===== src/rtl/path_switch_feeder.sv =====
// Path switch feeder: buffers two sample streams, emits aligned pairs with a select bit that toggles every SWAP_PERIOD pairs.
// Optional macro PATH_SWITCH_FEEDER_HOLD_EN adds i_hold_swap to freeze the pair counter and select state.
module path_switch_feeder #(
    parameter int VALUE_WIDTH = 17,
    parameter int FIFO_DEPTH  = 4,
    parameter int SWAP_PERIOD = 16
) (
    input  logic                   i_clk,
    input  logic                   i_rst,
    input  logic [VALUE_WIDTH-1:0] i_in0_data,
    input  logic                   i_in0_valid,
    output logic                   o_in0_ready,
    input  logic [VALUE_WIDTH-1:0] i_in1_data,
    input  logic                   i_in1_valid,
    output logic                   o_in1_ready,
    output logic [VALUE_WIDTH-1:0] o_out0,
    output logic [VALUE_WIDTH-1:0] o_out1,
    output logic                   o_select,
    output logic                   o_valid,
`ifdef PATH_SWITCH_FEEDER_HOLD_EN
    input  logic                   i_hold_swap,
`endif
    input  logic                   i_ready
);

    localparam int PTR_W = (FIFO_DEPTH > 1) ? $clog2(FIFO_DEPTH) : 1;
    localparam int CNT_W = $clog2(FIFO_DEPTH) + 1;
    localparam int PC_W  = (SWAP_PERIOD > 1) ? $clog2(SWAP_PERIOD) : 1;
    localparam logic [CNT_W-1:0] FULL_COUNT = CNT_W'(FIFO_DEPTH);
    localparam logic [PC_W-1:0]  LAST_PAIR  = PC_W'(SWAP_PERIOD - 1);

    typedef enum logic {SEL0 = 1'b0, SEL1 = 1'b1} sel_state_t;

    logic [VALUE_WIDTH-1:0] in_data [2];
    logic [VALUE_WIDTH-1:0] head_data [2];
    logic [1:0]             in_valid;
    logic [1:0]             fifo_ready;
    logic [1:0]             fifo_not_empty;
    logic                   load;
    logic                   hold;

    logic [VALUE_WIDTH-1:0] out0_reg, out1_reg;
    logic                   select_reg;
    logic                   valid_reg;

    sel_state_t             state_reg, state_next;
    logic [PC_W-1:0]        pair_count_reg, pair_count_next;

    assign in_data[0]  = i_in0_data;
    assign in_data[1]  = i_in1_data;
    assign in_valid    = {i_in1_valid, i_in0_valid};
    assign o_in0_ready = fifo_ready[0];
    assign o_in1_ready = fifo_ready[1];

`ifdef PATH_SWITCH_FEEDER_HOLD_EN
    assign hold = i_hold_swap;
`else
    assign hold = 1'b0;
`endif

    // Both halves pop together so a pair is never split.
    assign load = (&fifo_not_empty) && (!valid_reg || i_ready);

    for (genvar gi = 0; gi < 2; gi++) begin : g_fifo
        logic [VALUE_WIDTH-1:0] mem_reg [FIFO_DEPTH];
        logic [PTR_W-1:0]       wr_ptr_reg;
        logic [PTR_W-1:0]       rd_ptr_reg;
        logic [CNT_W-1:0]       count_reg;
        logic                   push;

        // Ready comes from the count alone: a full FIFO refuses even while popping.
        assign fifo_ready[gi]     = (count_reg != FULL_COUNT);
        assign fifo_not_empty[gi] = (count_reg != '0);
        assign push               = in_valid[gi] && fifo_ready[gi];
        assign head_data[gi]      = mem_reg[rd_ptr_reg];

        always_ff @(posedge i_clk) begin
            if (push) begin
                mem_reg[wr_ptr_reg] <= in_data[gi];
            end
        end

        always_ff @(posedge i_clk) begin
            if (i_rst) begin
                wr_ptr_reg <= '0;
                rd_ptr_reg <= '0;
                count_reg  <= '0;
            end else begin
                if (push) begin
                    wr_ptr_reg <= wr_ptr_reg + PTR_W'(1);
                end
                if (load) begin
                    rd_ptr_reg <= rd_ptr_reg + PTR_W'(1);
                end
                case ({push, load})
                    2'b10:   count_reg <= count_reg + CNT_W'(1);
                    2'b01:   count_reg <= count_reg - CNT_W'(1);
                    default: count_reg <= count_reg;
                endcase
            end
        end
    end

    always_ff @(posedge i_clk) begin
        if (i_rst) begin
            state_reg      <= SEL0;
            pair_count_reg <= '0;
        end else begin
            state_reg      <= state_next;
            pair_count_reg <= pair_count_next;
        end
    end

    // The toggle lands in state_reg, so it only affects the following load.
    always_comb begin
        state_next      = state_reg;
        pair_count_next = pair_count_reg;
        if (load && !hold) begin
            if (pair_count_reg == LAST_PAIR) begin
                pair_count_next = '0;
                state_next      = (state_reg == SEL0) ? SEL1 : SEL0;
            end else begin
                pair_count_next = pair_count_reg + PC_W'(1);
            end
        end
    end

    always_ff @(posedge i_clk) begin
        if (i_rst) begin
            out0_reg   <= '0;
            out1_reg   <= '0;
            select_reg <= 1'b0;
            valid_reg  <= 1'b0;
        end else if (load) begin
            out0_reg   <= head_data[0];
            out1_reg   <= head_data[1];
            select_reg <= (state_reg == SEL1);
            valid_reg  <= 1'b1;
        end else if (valid_reg && i_ready) begin
            valid_reg  <= 1'b0;
        end
    end

    assign o_out0   = out0_reg;
    assign o_out1   = out1_reg;
    assign o_select = select_reg;
    assign o_valid  = valid_reg;

endmodule


===== config.mk =====
export PLATFORM = sky130hd
export DESIGN_NAME = path_switch_feeder
export DESIGN_NICKNAME = d
export VERILOG_FILES = /design/src/rtl/path_switch_feeder.sv
export SDC_FILE = /design/constraint.sdc
export NUM_CORES = 1
export LEC_CHECK = 0
export CORE_MARGIN = 2
export CORE_UTILIZATION = 56
export CTS_CLUSTER_SIZE = 8
export DETAILED_ROUTE_END_ITERATION = 8
export GPL_TIMING_DRIVEN = 0
export PLACE_DENSITY = 0.78
export SKIP_CTS_REPAIR_TIMING = 1
export SLEW_MARGIN = 0
export SYNTH_ARGS = -nofsm -noshare
export SYNTH_HDL_FRONTEND = slang
export SYNTH_SLANG_ARGS = --single-unit

===== constraint.sdc =====
create_clock -name i_clk -period 3.1 [get_ports i_clk]
set_input_delay 0.465 -clock i_clk [delete_from_list [all_inputs] [get_ports i_clk]]
set_output_delay 0.465 -clock i_clk [all_outputs]
set_load 0.01 [all_outputs]

==> summary.md, run 1 <==
The flow ran to the end, and the final reports show no timing, DRC or antenna violations. The clock transition at the register clock pins on the worst setup and hold paths after CTS was 0.07 ns; the slew of the pin with the lowest slew margin was 1.01 ns. The complex-gate fraction of the synthesized area was 0.0379. The cell type contributing the most total cell area after synthesis is sky130_fd_sc_hd__edfxtp_1. The fraction of final layout cells with drive strength greater than 1 was 0.158; the portion of synthesized cell area occupied by the leading cell type was 0.552. Across all layers, the routed design uses 4104 vias.

The met2 layer wire length in the routed design came out at 7440 µm. Clock period minus final worst setup slack: 2.47 ns. The worst setup path is captured at a register. The layout has 812 filler cells. For this run, the number of Yosys warnings is 0. The H-tree was split into 4 levels.

The tools report the number of endpoints with negative hold slack in the final report as 0. The number of buffers inserted during clock tree synthesis is 17. VDD sags by at most 0.000404 V. Setup violations remaining at the end of the flow were counted as 0. For the sequential area share after synthesis, the log shows 0.701. Once detailed placement completed, the half-perimeter wirelength came to 9240 µm.

Yosys mapped a number of flops with a built-in enable equal to 136. Setup repair after global routing left no endpoint under its margin. Clock latency on the worst-skew pair, taken at its later pin, is 0.43 ns. The count of nets left with antenna violations after detail routing was 0.

The run gives 601 as the final net count. The gate count after technology mapping came out at 454. The detailed router put a total of 6050 µm of wire on met1. Floorplan die width: 119 µm. The post-synthesis register bit count works out to 191. The die footprint was 14100 µm²; the final global-route overflow total was 0. From bottom edge to top edge, the die measures 119 µm. TritonCTS built the clock tree. Critical-path cell with the highest stage delay: sky130_fd_sc_hd__clkdlybuf4s50_1. The simple-gate share of the synthesized area was 0.0729. The buffer levels on the longest clock path was 2. The worst setup path is launched from a primary input. The run gives 0.324 as the worst-case headroom to the max-slew limit. After detailed routing, the average wire length per cell comes to 19.6 µm. The wire length after detailed routing came out at 14400 µm. Between clock sinks in the finished design, the worst skew comes to 0.00889 ns. The congestion estimate from routability-driven global placement came to 0.745. The total area inside the core boundary comes to 12800 µm².

For the max-capacitance violation count, the log shows 0. The max-slew violation count was 0. By area, the combinational part of the netlist is dominated by multiplexers. By startpoint and endpoint, the worst setup path is classified as in -> reg. Number of buffers inserted by port buffering: 76. The fraction of synthesis flops using an asynchronous set or reset pin works out to 0.

The post-synthesis average cell area is 16.3 µm². For this design the ratio of total power to cell area is 844 nW/µm². The synthesized netlist contains 36 unique library cells. The detailed router finished its first iteration with 299 violations. Overall power consumption: 7.58 mW. Wire segments on met3 add up to 697 µm in the final route. The tools report the global-route wire length before repair as 22600 µm.

The fraction of synthesized area in multiplexers came out at 0.109. The ratio of final minimum period to clock period was 0.797; the post-synthesis net count was 506. In this run the static leakage power is 3.01 nW. The tree is rooted in a sky130_fd_sc_hd__clkbuf_16.

The tools report the maximum clock frequency as 405 MHz. The signal on the critical path passes through clkdlybuf4s50_1 -> or2b_2 -> nand3_4 -> inv_6 -> buf_6 -> ha_1 -> inv_1 -> fa_1 -> xor2_1 -> or3_1 -> a21oi_1. Of all nets on the critical path, the largest fanout is 11. The number of antenna violations at the first check in global routing was 0; the post-route DRC violation count was 0. The pre-antenna-repair detailed-routing pass consisted of 4 iterations. By area the synthesized netlist is led by sky130_fd_sc_hd__edfxtp_1, sky130_fd_sc_hd__dfxtp_1, sky130_fd_sc_hd__mux4_2. The tools report the starting utilization of the core area as 0.579.

The maximum number of pins on one net before global-route repair is 18. In this run the worst hold path is classified as reg -> reg. The most numerous cell in the Yosys netlist is sky130_fd_sc_hd__edfxtp_1. CTS saw 191 sinks.

The summed instance area of the synthesized netlist was 7400 µm². STA puts the critical path data arrival time at 2.84 ns. The run gives 0 as the antenna cell count. At the worst endpoint, the required time is 3.47 ns. In the synthesized netlist the dominant register cell turns out to be sky130_fd_sc_hd__edfxtp_1.

The number of global-route vias before repair came out at 4206. After detailed routing, the number of vias per cell comes to 5.59. The worst stage delay on the critical path was 0.45 ns. The highest routed metal layer was met4. The number of flip-flops in the largest register is 136. Adder and majority cell fraction of the synthesized area: 0.0240. Relative to the synthesized area, the layout overhead comes to 21.4%.

The tools report the all-layer global routing usage as 0.217. The parity-gate share of the synthesized area counting xor and xnor cells is 0.0151. After synthesis, the most frequently instantiated cells are sky130_fd_sc_hd__edfxtp_1, sky130_fd_sc_hd__nand2_1, sky130_fd_sc_hd__dfxtp_1. Sum of negative setup slack: 0 ns. The floorplan has 41 rows. 77 I/O pins were placed.
-- through the flow --
stage | cell area [µm²] | std cells | hold WS [ns] | setup slack (ns) | util
finish | 8980 | 734 | 0.452 | 0.630 | 0.703
global route | 8980 | 734 | 0.471 | 0.483 | 0.703
CTS | 8980 | 734 | 0.455 | 0.638 | 0.703
detailed placement | 8370 | 702 | 0.446 | 0.188 | 0.656
global placement | 8370 | 702 | 0.441 | 0.248 | 0.656
floorplan | 7400 | 454 | 0.446 | 0.871 | -
-- cell type report --
cell class	instances	area, µm²	area share
flip-flops and latches	191	5180	0.577
multi-input cells	226	1920	0.213
repair buffers	76	761	0.0847
clock buffers	17	425	0.0474
plain buffers	22	235	0.0262
well taps	172	215	0.0240
clock inverters	15	184	0.0205
inverters	15	61.3	0.00683
-- power by group --
| group | switching, mW | total [mW] | internal, mW | leakage (nW) |
|---|---|---|---|---|
| combinational | 1.06 | 2.05 | 0.994 | 1.02 |
| clock | 0.959 | 2.24 | 1.28 | 0.291 |
| sequential | 0.165 | 3.29 | 3.13 | 1.70 |
-- path summary, 6_finish.rpt --
kind	startpoint	endpoint	slack (ns)	depth (start not counted)
max	i_ready	g_fifo[0].count_reg[2]	0.63	11
min reg2reg	o_out1[8]	o_out1[8]	0.45	2
max reg2reg	g_fifo[0].count_reg[2]	g_fifo[0].count_reg[2]	0.70	9
min	o_out1[8]	o_out1[8]	0.45	2
-- cell families after synthesis --
group,Yosys count
and+or+nand+nor,117
buffers and inverters,37
adders and majority gates,13
AOI/OAI and AO/OA,51
muxes,34
DFF,191
xor gates and xnor gates,11
-- layer usage --
layer | global-route usage | vias up
met4 | 0.0841 | 0
li1 | - | 1888
met1 | 0.278 | 2093
met5 | 0 | -
met3 | 0.0503 | 20
met2 | 0.361 | 103
-- layout by cell type (no fill, tap or decap), types with 2 or more instances in the layout --
cell / Yosys / routed
sky130_fd_sc_hd__nand4_1: 3 / 3
sky130_fd_sc_hd__nor2_1: 14 / 14
sky130_fd_sc_hd__mux4_2: 23 / 23
sky130_fd_sc_hd__a21oi_2: 4 / 4
sky130_fd_sc_hd__clkbuf_16: 0 / 17
sky130_fd_sc_hd__o21ai_0: 2 / 2
sky130_fd_sc_hd__and3_1: 8 / 8
sky130_fd_sc_hd__and2_4: 2 / 2
sky130_fd_sc_hd__or3_4: 2 / 2
sky130_fd_sc_hd__buf_2: 2 / 2
sky130_fd_sc_hd__inv_6: 1 / 6
sky130_fd_sc_hd__xnor2_2: 2 / 2
sky130_fd_sc_hd__clkinv_2: 0 / 2
sky130_fd_sc_hd__buf_8: 5 / 5
sky130_fd_sc_hd__clkinv_4: 0 / 2
sky130_fd_sc_hd__buf_6: 6 / 6
sky130_fd_sc_hd__bufinv_16: 0 / 3
sky130_fd_sc_hd__clkdlybuf4s50_1: 0 / 76
sky130_fd_sc_hd__ha_1: 11 / 11
sky130_fd_sc_hd__or3b_4: 2 / 2
sky130_fd_sc_hd__a21oi_1: 42 / 42
sky130_fd_sc_hd__fa_1: 2 / 2
sky130_fd_sc_hd__nand2_1: 78 / 78
sky130_fd_sc_hd__nand3_1: 2 / 2
sky130_fd_sc_hd__xor2_1: 6 / 6
sky130_fd_sc_hd__clkinvlp_4: 0 / 3
sky130_fd_sc_hd__clkbuf_1: 3 / 3
sky130_fd_sc_hd__clkbuf_8: 4 / 4
sky130_fd_sc_hd__inv_1: 14 / 14
sky130_fd_sc_hd__or3_1: 3 / 3
sky130_fd_sc_hd__edfxtp_1: 136 / 136
sky130_fd_sc_hd__xnor2_1: 3 / 3
sky130_fd_sc_hd__dfxtp_1: 55 / 55
sky130_fd_sc_hd__mux4_1: 11 / 11
-- worst max-delay path: cells and delay by family --
| family | cells | cell delay [ns] |
|---|---|---|
| simple gates | 3 | 0.68 |
| buf+inv | 4 | 0.80 |
| fa+ha+maj | 2 | 0.58 |
| compound gates | 1 | 0.14 |
| xor+xnor | 1 | 0.18 |
Power figures use the tool's default switching activity.
==> run 2: changes to the inputs <==
==> constraint.sdc (replaced) <==
create_clock -name i_clk -period 2.3 [get_ports i_clk]
set_input_delay 0.345 -clock i_clk [delete_from_list [all_inputs] [get_ports i_clk]]
set_output_delay 0.345 -clock i_clk [all_outputs]
set_load 0.01 [all_outputs]
==> run 2 against run 1 <==
Compared with the run above:
- die area stayed put
- via count rose by 0.97%
- flip-flop and latch count did not move
- largest cell class unchanged
==> summary.md, run 2 (synthesized netlist as in run 1, its figures left out) <==
The flow ran to the end, and the final reports show no timing, DRC or antenna violations. Max-slew violation count: 0. The clock period minus final worst setup slack was 2.27 ns; the ratio of final minimum period to clock period was 0.988. STA classifies the critical path startpoint as a register.

Final hold analysis gives a worst-case slack of 0.452 ns. After detailed routing, the total wire length is 14600 µm. After detailed routing, the number of remaining DRC violations is 0.

Of all nets on the critical path, the largest fanout is 5. Worst slack at placement: -0.492 ns. In the routed layout, each cell is associated on average with a via count of 5.58.

For this design, the sink count on the clock tree is 191. The floorplan die height works out to 119 µm. The sort of element at the end of the critical path is a register. The critical-path cell with the highest stage delay was sky130_fd_sc_hd__or3b_4.

The min-delay analysis places its worst path in the category reg -> reg. The maximum clock frequency is 440 MHz, and the weighted congestion reported at the end of routability-driven placement is 0.745. The tool flagged a number of max-cap violations equal to 0. The tools report the worst-case headroom to the max-slew limit as 0.320.

Among cell families on the critical path, the largest total delay comes from simple AND/OR/NAND/NOR gates. The number of buffers and inverters on the critical path is 2. During placement, the flow inserted port buffers numbering 76.

At the worst endpoint, the required time is 2.67 ns. Setup repair after global routing could not meet its margin everywhere. Entering global routing, the biggest net connects 18 pins. During I/O placement, the number of pins put on the boundary was 77.

The final cell area excluding filler cells came out at 9100 µm². The number of clock buffers added by TritonCTS is 17. CTS built an H-tree with a depth of 4. For the sum of negative setup slack, the log shows 0 ns. The setup slack of the critical path after layout was 0.0276 ns; the starting utilization of the core area was 0.579. Start-to-end type of the worst setup path: reg -> reg. The library cell used most frequently in the layout, excluding fill and tap cells, is sky130_fd_sc_hd__edfxtp_1.

The fraction of final layout cells with drive strength greater than 1 was 0.198. The HPWL after detailed placement is 9240 µm. In this run the power density over the cells is 1140 nW/µm². The floorplan step set the die width to 119 µm. The detail route stage leaves a number of antenna-violating nets equal to 0. TritonCTS built the clock tree. Setup violations remaining at the end of the flow were counted as 0.

The tools report the peak ir drop on the vdd network as 0.000545 V. In the layout the commonest cells are sky130_fd_sc_hd__edfxtp_1, sky130_fd_sc_hd__nand2_1, sky130_fd_sc_hd__clkdlybuf4s50_1, sky130_fd_sc_hd__dfxtp_1, sky130_fd_sc_hd__a21oi_1. Compared with the post-synthesis result, the final layout area differs by 23.0%. The floorplan has 41 rows.

The buffer levels on the longest clock path is 2. The number of vias in the routed layout is 4144, and the number of global-route vias before repair is 4206. The signal on the critical path passes through or3b_4 -> and2_4 -> inv_4 -> ha_4 -> inv_1 -> fa_2 -> xor2_1 -> or3_1 -> a21oi_2. At the pin with the least slew margin, the transition time is 1.02 ns. The tools report the global-route wire length before repair as 22600 µm. The tools report the die footprint as 14100 µm².

All-layer global routing usage: 0.217. The run gives 12800 µm² as the placeable core region. The data arrival time of the critical path came out at 2.64 ns. The tools report the cell at the root of the clock tree as sky130_fd_sc_hd__clkbuf_16. After clock tree synthesis, the clock-pin slew on the worst setup and hold paths is 0.07 ns. At the end of the flow, the number of nets in the layout was 610.

For the leakage component of the power, the log shows 3.05 nW. The run gives 8370 µm² as the instance area at placement. The worst stage delay on the critical path was 0.41 ns; the number of DRC violations after detailed-routing iteration 0 was 296. After detailed routing, the average wire length per cell comes to 19.7 µm. Number of antenna violations at the first check in global routing: 0. The later pin in the worst-skew pair is clocked with a latency of 0.43 ns.

Number of endpoints with negative hold slack in the final report: 0. The number of flip-flops in the largest register came out at 136. The first TritonRoute pass finished after 5 iterations. The clock arrives with 0.00726 ns of skew. The number of antenna diodes in the final layout is 0. Global routing finished with a remaining overflow of 0. The overall power consumption was 10.4 mW.
==> run 2: changes by cell type in the layout (fill, tap and decap cells not counted), moves of 3 or more <==
cell                      change
sky130_fd_sc_hd__inv_1        -3
sky130_fd_sc_hd__dfxtp_1      -6
sky130_fd_sc_hd__buf_4       +10
sky130_fd_sc_hd__dfxtp_2      +6
==> run 2: through the flow <==
step	std cells	util
2_1_floorplan	454	-
3_3_place_gp	702	0.656
3_5_place_dp	702	0.656
4_1_cts	734	0.703
5_1_grt	743	0.712
6_report	743	0.712
==> run 2: where the power goes <==
group / internal, mW / switching (mW) / leakage [nW]
Combinational: 1.44 / 1.47 / 1.06
Sequential: 4.23 / 0.224 / 1.70
Clock: 1.73 / 1.28 / 0.291
==> run 2: final timing paths <==
check	endpoint	startpoint	slack [ns]	cells after the start
setup / recovery	g_fifo[0].count_reg[2]	g_fifo[0].count_reg[2]	0.03	9
hold / removal	o_out1[8]	o_out1[8]	0.45	2
setup reg to reg	g_fifo[0].count_reg[2]	g_fifo[0].count_reg[2]	0.03	9
hold reg to reg	o_out1[8]	o_out1[8]	0.45	2
==> run 2: layout make-up <==
class / count / area, µm²
Sequential cell: 191 / 5190
Buffer: 21 / 224
Clock buffer: 17 / 425
Multi-Input combinational cell: 226 / 1950
Fill cell: 793 / 3680
Clock inverter: 15 / 184
Tap cell: 172 / 215
Timing Repair Buffer: 86 / 836
Inverter: 15 / 66.3
==> run 2: metal layers <==
metal,part of all wire,GRT usage,vias up
met5,0,0,-
li1,-,-,1908
met1,0.42,0.278,2123
met4,0.016,0.0841,0
met3,0.045,0.0503,19
met2,0.52,0.361,94
==> run 2: worst register-to-register path, delay by kind of cell, from the launching register on <==
family	cells	cell delay (ns)
compound gates	1	0.12
xor+xnor	1	0.16
fa+ha+maj	2	0.46
buf+inv	2	0.12
flops	1	0.35
simple gates	3	1.00
==> run 3: changes to the inputs <==
--- a/config.mk
+++ b/config.mk
@@ -5,12 +5,12 @@
 export SDC_FILE = /design/constraint.sdc
 export NUM_CORES = 1
 export LEC_CHECK = 0
-export CORE_MARGIN = 2
-export CORE_UTILIZATION = 56
+export CORE_MARGIN = 5
+export CORE_UTILIZATION = 51
 export CTS_CLUSTER_SIZE = 8
 export DETAILED_ROUTE_END_ITERATION = 8
 export GPL_TIMING_DRIVEN = 0
-export PLACE_DENSITY = 0.78
+export PLACE_DENSITY = 0.75
 export SKIP_CTS_REPAIR_TIMING = 1
 export SLEW_MARGIN = 0
 export SYNTH_ARGS = -nofsm -noshare
==> constraint.sdc (replaced) <==
create_clock -name i_clk -period 1.9 [get_ports i_clk]
set_input_delay 0.285 -clock i_clk [delete_from_list [all_inputs] [get_ports i_clk]]
set_output_delay 0.285 -clock i_clk [all_outputs]
set_load 0.01 [all_outputs]
==> run 3 against run 2 <==
Compared with the run above:
- the run now ends with setup timing left
- combinational power up 25%
- final cell count up 2.4%
- total power up 17%
- register-to-register slack worse by 0.29 ns
- wire length down 4.0%
- setup slack worse by 0.29 ns
- critical path depth unchanged
- design area unchanged
- flip-flop and latch count unchanged
- sequential share of layout area about the same
- via count down 2.8%
- global-route usage down 4.1 points
- largest cell class unchanged
==> summary.md, run 3 (synthesized netlist as in run 1, its figures left out) <==
At the worst endpoint, the required time is 2.26 ns. Number of vias in the routed layout: 4028. Clock tree synthesis found a total of 191 sinks. The flow ran to the end, but the final reports show violations. TritonCTS built the clock tree.

For this design the static power due to leakage is 3.03 nW. For the final database, setup skew stands at 0.00839 ns. Setup total negative slack on the finished layout was measured at -0.777 ns.

The starting utilization of the core area was 0.515; the maximum number of pins on one net before global-route repair was 18. 0 antenna diodes ended up in the layout. Summing all flip-flop and latch instances after layout gives 5190 µm².

Walking the worst path, the cells encountered are or3b_4 -> and2_4 -> inv_4 -> ha_4 -> inv_2 -> fa_2 -> xor2_1 -> or3_1 -> a21oi_1. In this run the tool buffered the top-level ports with 76 buffer cells. Summing all multi-input logic gate instances after layout gives 1960 µm².

Clock-pin slew was measured on the worst setup and hold paths at 0.06 ns. The wire length after detailed routing came out at 14000 µm. The number of global-route vias before repair was 4113. The total area inside the core boundary comes to 14400 µm². The worst-case IR drop observed on VDD is 0.000676 V.

Global-route wire length before repair: 21900 µm. Number of fill cells in the layout: 1044. Broken down by cell family, the worst path's largest delay share belongs to simple AND/OR/NAND/NOR gates. Setup repair after global routing could not meet its margin everywhere. The number of flip-flops in the largest register was 136. The number of buffers inserted during clock tree synthesis is 17, and the count of nets left with antenna violations after detail routing is 0.

For the worst setup path, the data arrival time is 2.52 ns. The checks that failed: setup timing. For the worst-case headroom to the max-slew limit, the log shows 0.365. The number of endpoints with negative hold slack in the final report came out at 0.

The number of placement rows was 44; the floorplan die width was 130 µm. The tools report the sort of element at the end of the critical path as a register. The ratio of final minimum period to clock period works out to 1.14.

The critical path in this run is classified as reg -> reg. In the layout the commonest cells are sky130_fd_sc_hd__edfxtp_1, sky130_fd_sc_hd__nand2_1, sky130_fd_sc_hd__clkdlybuf4s50_1, sky130_fd_sc_hd__dfxtp_1, sky130_fd_sc_hd__a21oi_1. The slew of the pin with the lowest slew margin was 0.952 ns; the number of H-tree levels was 4.

In this run the worst setup path begins at g_fifo[0].count_reg[1]. The final setup violation count came out at 4. In this run the deepest clock path goes through 2 buffers. In the final routed layout, each cell accounts on average for 18.5 µm. The power per unit of standard cell area was 1340 nW/µm².

The later pin in the worst-skew pair is clocked with a latency of 0.43 ns. The logs give 0 for the post-route DRC violation count and 251 for the number of DRC violations after detailed-routing iteration 0. The ratio of routed vias to standard cells works out to 5.29. The floorplan step defined a die boundary enclosing 17000 µm².

The worst setup path is launched from a register. The setup slack of the critical path after layout is -0.262 ns, and the worst path buffer plus inverter count is 2. The tools report the startpoint of the worst-slack reg-to-reg timing path as g_fifo[0].count_reg[1].

In this run the count of I/O pins placed on the die edge is 77. The fraction of final layout cells with drive strength greater than 1 was 0.208; the worst stage delay on the critical path was 0.43 ns. The final cell utilization of the core is 0.633. The type of the most critical hold path is reg -> reg.

The critical-path cell with the highest stage delay was sky130_fd_sc_hd__or3b_4. After legalization and detailed placement, the total HPWL measured 9070 µm. Measured along the y axis, the die boundary spans 130 µm. The maximum net fanout on the critical path was 6; the max-slew violation count was 0.

The area growth from synthesis to final layout was 23.0%; the clock period minus final worst setup slack was 2.16 ns. The most common cell after layout, fill and taps aside is sky130_fd_sc_hd__edfxtp_1. Number of antenna violations at the first check in global routing: 0. The worst hold path begins at o_out0[14]. Cell at the root of the clock tree: sky130_fd_sc_hd__clkbuf_16. The first detailed-routing pass took 4 iterations. The maximum clock frequency was 463 MHz.

The all-layer global routing usage was 0.175; the max-capacitance violation count was 0. Summed over all layers, the global routing overflow is 0. The weighted congestion reported at the end of routability-driven placement was 0.750. The tools report the final net count as 616.
## run 3: final timing paths
check,end,slack [ns],cells after the start
hold / removal,o_out0[14],0.45,2
setup / recovery,g_fifo[0].count_reg[2],-0.26,9
hold reg to reg,o_out0[14],0.45,2
setup reg to reg,g_fifo[0].count_reg[2],-0.26,9
## run 3: worst reg2reg max path, delay by kind of cell, from the launching register on
kind            cells  cell delay [ns]
simple gates        3             0.91
xor+xnor            1             0.15
fa+ha+maj           2             0.48
compound gates      1             0.12
buf+inv             2             0.10
flops               1             0.34
## run 3: stage by stage
stage	std cells	worst slack [ns]	area [µm²]	total power, mW	hold WS (ns)
global route	761	-0.331	9100	12.8	0.479
global placement	714	-0.676	8430	8.78	0.442
floorplan	454	-0.180	7440	7.66	0.384
CTS	746	-0.371	8950	12.0	0.460
finish	761	-0.262	9100	12.2	0.454
detailed placement	714	-0.705	8430	8.89	0.450
## run 3: layout make-up
cell class,count,share of cell area
plain buffers,21,0.0246
clock buffers,21,0.0495
clock inverters,11,0.00770
inverters,15,0.00812
multi-input cells,226,0.216
flip-flops and latches,191,0.571
well taps,184,0.0253
repair buffers,92,0.0978
## run 3: where the power goes
part	internal (mW)	switching, mW	leakage [nW]	total (mW)
sequential	5.12	0.261	1.70	5.38
clock	1.69	1.45	0.232	3.14
combinational	1.87	1.78	1.10	3.65
total	8.67	3.49	3.03	12.2
## run 3: metal layers
metal  GRT usage  part of all wire
met2       0.287              0.52
met5           0                 0
met4      0.0690             0.018
met1       0.223              0.40
met3      0.0504             0.059
